## config.mk

```make
export PLATFORM = sky130hd
export DESIGN_NAME = imem_loader
export DESIGN_NICKNAME = d
export VERILOG_FILES = /design/src/rtl/imem_loader.sv
export SDC_FILE = /design/constraint.sdc
export NUM_CORES = 1
export LEC_CHECK = 0
export BUFFER_PORTS_ARGS = -buffer_cell sky130_fd_sc_hd__buf_4
export CAP_MARGIN = 20
export CORE_MARGIN = 5
export CORE_UTILIZATION = 35
export CTS_CLUSTER_DIAMETER = 40
export DETAILED_ROUTE_END_ITERATION = 7
export PLACE_DENSITY_LB_ADDON = 0.08
export SETUP_SLACK_MARGIN = 0.15
export SKIP_CTS_REPAIR_TIMING = 1
export SLEW_MARGIN = 20
export SYNTH_ARGS = -nofsm -noshare
export SYNTH_HDL_FRONTEND = slang
export SYNTH_SLANG_ARGS = --single-unit
```

## constraint.sdc

```tcl
create_clock -name CLK -period 3.05 [get_ports CLK]
set_input_delay 0.305 -clock CLK [delete_from_list [all_inputs] [get_ports CLK]]
set_output_delay 0.305 -clock CLK [all_outputs]
set_load 0.02 [all_outputs]
```

## src/rtl/imem_loader.sv

```systemverilog
// Instruction-memory loader: packs a little-endian byte stream (word count N,
// then N words) into 32-bit IM writes at word addresses 0..N-1, holding the CPU in reset until loaded.
module imem_loader #(
  parameter int          ADDR_W = 8,
  parameter int unsigned DEPTH  = 2**ADDR_W
) (
  input  logic              CLK,
  input  logic              RST,
  input  logic              start,
  input  logic              rx_valid,
  input  logic [7:0]        rx_data,
  output logic              rx_ready,
  output logic              we,
  output logic [ADDR_W-1:0] waddr,
  output logic [31:0]       wdata,
  output logic              busy,
  output logic              done,
  output logic              error,
  output logic              cpu_hold
);

  typedef enum logic [2:0] {
    S_IDLE, S_LEN, S_DATA, S_WRITE, S_DONE, S_ERR
  } state_t;

  state_t              state_q, state_d;
  logic [1:0]          byte_cnt_q, byte_cnt_d;
  logic [23:0]         asm_q, asm_d;
  logic [31:0]         n_q, n_d;
  logic [ADDR_W:0]     addr_q, addr_d;
  logic                we_q, we_d;
  logic [ADDR_W-1:0]   waddr_q, waddr_d;
  logic [31:0]         wdata_q, wdata_d;

  logic                accept;
  logic                last_byte;
  logic [31:0]         word;
  logic [ADDR_W:0]     addr_inc;
  logic                last_word;

  assign accept    = rx_valid & rx_ready;
  assign last_byte = accept && (byte_cnt_q == 2'd3);
  // Little-endian: bytes shift in from the top, so the first lands in [7:0].
  assign word      = {rx_data, asm_q};
  assign addr_inc  = addr_q + 1'b1;
  // addr is one bit wider than the IM address so N == DEPTH still terminates.
  assign last_word = (32'(addr_inc) == n_q);

  always_ff @(posedge CLK or posedge RST) begin
    if (RST) state_q <= S_IDLE;
    else     state_q <= state_d;
  end

  always_comb begin
    state_d = state_q;
    case (state_q)
      S_IDLE, S_DONE, S_ERR: if (start) state_d = S_LEN;
      S_LEN: if (last_byte) begin
        if (word == 32'd0)      state_d = S_DONE;
        else if (word > DEPTH)  state_d = S_ERR;
        else                    state_d = S_DATA;
      end
      S_DATA:  if (last_byte) state_d = S_WRITE;
      S_WRITE: state_d = last_word ? S_DONE : S_DATA;
      default: state_d = S_IDLE;
    endcase
  end

  always_comb begin
    byte_cnt_d = byte_cnt_q;
    asm_d      = asm_q;
    n_d        = n_q;
    addr_d     = addr_q;
    we_d       = 1'b0;
    waddr_d    = waddr_q;
    wdata_d    = wdata_q;
    if ((state_q == S_IDLE || state_q == S_DONE || state_q == S_ERR) && start) begin
      byte_cnt_d = 2'd0;
      asm_d      = 24'd0;
      addr_d     = '0;
    end
    if (accept) begin
      byte_cnt_d = byte_cnt_q + 2'd1;
      asm_d      = word[31:8];
    end
    if (state_q == S_LEN && last_byte) n_d = word;
    if (state_q == S_DATA && last_byte) begin
      we_d    = 1'b1;
      waddr_d = addr_q[ADDR_W-1:0];
      wdata_d = word;
    end
    if (state_q == S_WRITE) addr_d = addr_inc;
  end

  always_ff @(posedge CLK or posedge RST) begin
    if (RST) begin
      byte_cnt_q <= 2'd0;
      asm_q      <= 24'd0;
      n_q        <= 32'd0;
      addr_q     <= '0;
      we_q       <= 1'b0;
      waddr_q    <= '0;
      wdata_q    <= 32'd0;
    end else begin
      byte_cnt_q <= byte_cnt_d;
      asm_q      <= asm_d;
      n_q        <= n_d;
      addr_q     <= addr_d;
      we_q       <= we_d;
      waddr_q    <= waddr_d;
      wdata_q    <= wdata_d;
    end
  end

  always_comb begin
    rx_ready = 1'b0;
    busy     = 1'b0;
    done     = 1'b0;
    error    = 1'b0;
    cpu_hold = 1'b1;
    case (state_q)
      S_LEN, S_DATA: begin
        rx_ready = 1'b1;
        busy     = 1'b1;
      end
      S_WRITE: busy = 1'b1;
      S_DONE: begin
        done     = 1'b1;
        cpu_hold = 1'b0;
      end
      S_ERR:   error = 1'b1;
      default: ;
    endcase
  end

  assign we    = we_q;
  assign waddr = waddr_q;
  assign wdata = wdata_q;

endmodule

```

==> impl_metrics.ini <==
[setup_path]
crit_required_ns = 3.29
cp.arrival_ns = 2.40
crit_chain = ha_1 -> nand2_1 -> or4_1 -> a21oi_1 -> o211ai_1 -> o211a_1
r2r_start = addr_q[0]
critical_path_class = reg2reg
crit_buf_inv = 0
critPathCaptureType = flip-flop
path_max_fanout = 7
crit_family = simple AND/OR/NAND/NOR gates
reg2regPathDepth = 6
cpPeakStageDelay_ns = 0.50
start_kind = flip-flop
critPathSlowestCell = or4_1
worst_r2r_endpoint = state_q[1]
worst-path-stages = 6
regToRegSetupSlack_ns = 0.89

[final_layout]
layout.nets = 426
area_delta_synth_final_pct = 18.7
layout_commonest_cell = dfrtp_1
layout-drive-gt1-share = 0.380
most-common-layout-cells = 111 x dfrtp_1, 72 x mux2_2, 62 x buf_4
fill_cells = 1286
layout.cells.non_filler = 592
antennaDiodeCount = 0

[power]
switching_share = 0.301
p_clk_frac = 0.289
p_switching_uw = 1270
vdd_drop_max_uv = 361
p_comb_frac = 0.200
intPower_uw = 2940
power_density_mw_per_mm2 = 738
p_leak_uw = 0.00267
p_seq_frac = 0.510

[synthesis]
synthMuxAreaShare = 0.176
syn_inst = 359
avgSynthCellArea_sq_um = 13.3
synth-edff-count = 0
synthTopCellsByArea = dfrtp_1 58%, mux2_2 17%, a22o_1 4.8%
ys_seq_elements = 111
ys_warn_count = 0
syn_area_sq_mm = 0.00479
synth_cell_types = 50
async_flop_share = 1.00
synth_adder_area_share = 0.00522
synth_top_family_by_area = multiplexers
synth_top_area_frac = 0.580
synth_fp_nets = 373
synth_compound_area_frac = 0.101
ys_seq_area_frac = 0.580
synth_top_area_cell = dfrtp_1
synth_top_flop_cell = dfrtp_1
synth-simple-area-share = 0.0869
synth_xor_area_frac = 0.0201

[timing]
finalCriticalPeriod_ns = 2.16
holdWs_ns = 0.0746
finalCritPeriodShare = 0.709
tightest_slew_ns = 0.815
setup_slack_ns = 0.889
max_freq_mhz = 463
finalHoldViolCount = 0
drv_slew = 0
relSlewSlack = 0.457
rsz0062_at_grt = no
fin_tns_setup_ns = 0
clock-skew-final_ns = 0.00669
finalSetupViolCount = 0

[clock_tree]
cts_buffer_depth = 2
ctsHtreeMaxLevel = 3
cts_root_buf = clkbuf_16
path_clk_slew_ns = 0.07
clock_latency_ns = 0.35
clock_sinks = 111
cts_tree = built
cts_buffers = 9

[drt]
drc = 0
wire_per_inst_microns = 18.3
ant_nets = 0
viasPerCell = 5.19
wl_microns = 10900
vias = 3072
drt_iter0_markers = 272
dr.pass1.iters = 4

[floorplanning]
die_y_microns = 127
core_sq_mm = 0.0133
io_pins = 58
fp-row-count = 42
die-area_sq_mm = 0.0161
die_w_microns = 127
initial_core_util = 0.359

[global_routing]
grt_util_met3 = 0.0388
grtUsageMet1 = 0.201
gr-total-overflow = 0
grt_pass1_vias = 3172
antenna_found_initial = 0
grt_usage = 0.143
grt_pass1_wl_microns = 18100
met2_usage = 0.218
grt_max_degree = 112
grt.busiest_layer = met2

[place]
preCtsSetupSlack_ns = 0.960
place_inst = 577
gp_congestion = 0.813
port_buffers = 57
dp_hpwl_microns = 7210

[run_status]
outcome = completed

[min_path]
hp-class = in2async

[run]
cap_violations = 0
==> through the flow <==
step	utilization	power, uW	instance area [sq um]
2_1_floorplan	-	2700	4800
3_3_place_gp	0.403	3010	5380
3_5_place_dp	0.403	3030	5380
4_1_cts	0.426	4280	5690
5_1_grt	0.426	4460	5690
6_report	0.426	4200	5690
==> cell usage after synthesis, types with 4 or more instances <==
cell type	count
dfrtp_1	111
mux2_2	72
a22o_1	26
buf_2	15
nor2_1	14
nor4_1	13
o21ai_0	13
nand2_1	12
xnor2_1	9
inv_1	5
nor2b_1	4
==> layout make-up <==
class | instances | area (sq um) | area share
flip-flops and latches | 111 | 2780 | 0.488
clock buffers | 11 | 253 | 0.0444
multi-input cells | 222 | 1880 | 0.330
clock inverters | 4 | 53.8 | 0.00945
inverters | 5 | 22.5 | 0.00396
repair buffers | 63 | 485 | 0.0853
well taps | 176 | 220 | 0.0387
==> routing by layer <==
| layer | part of all wire | up-vias | routed length (microns) |
|---|---|---|---|
| li1 | - | 1437 | - |
| met1 | 0.48 | 1572 | 5180 |
| met2 | 0.46 | 53 | 5050 |
| met3 | 0.045 | 10 | 484 |
| met4 | 0.013 | 0 | 146 |
| met5 | 0 | - | 0 |
==> sequential cells by signal, indices dropped and copies added, names as in the netlist <==
register,count
addr_q,9
asm_q,24
byte_cnt_q,2
n_q,32
state_q,3
waddr,8
wdata,32
we,1
==> worst max path at each step <==
| stage | to | from | slack [ns] |
|---|---|---|---|
| 2_1_floorplan | state_q[1] | addr_q[0] | 1.15 |
| 3_3_place_gp | wdata[11] | state_q[1] | 1.0 |
| 3_5_place_dp | state_q[1] | addr_q[0] | 0.96 |
| 4_1_cts | state_q[1] | addr_q[0] | 0.92 |
| 5_1_grt | state_q[1] | addr_q[0] | 0.74 |
| 6_report | state_q[1] | addr_q[0] | 0.89 |
==> power groups by stage <==
stage | clock (uW) | combinational [uW] | sequential [uW]
floorplan | 0 | 691 | 2010
global placement | 0 | 838 | 2170
detailed placement | 0 | 855 | 2180
CTS | 1270 | 856 | 2150
global route | 1320 | 941 | 2200
finish | 1210 | 842 | 2140
==> worst min-delay path, stage by stage <==
cell        delay [ns]
buf_4             0.12
clkinvlp_4        0.07
buf_12            0.41
==> kinds of logic (layout without fill, tap and decap cells) <==
kind of cell | count (synthesis) | after routing
AO/OA/AOI/OAI | 64 | 64
XOR/XNOR | 11 | 11
adder cells (fa/ha/maj) | 2 | 2
buffers and inverters | 26 | 83
flip-flops | 111 | 111
multiplexers | 75 | 75
AND/OR/NAND/NOR | 70 | 70
Power figures use the tool's default switching activity.
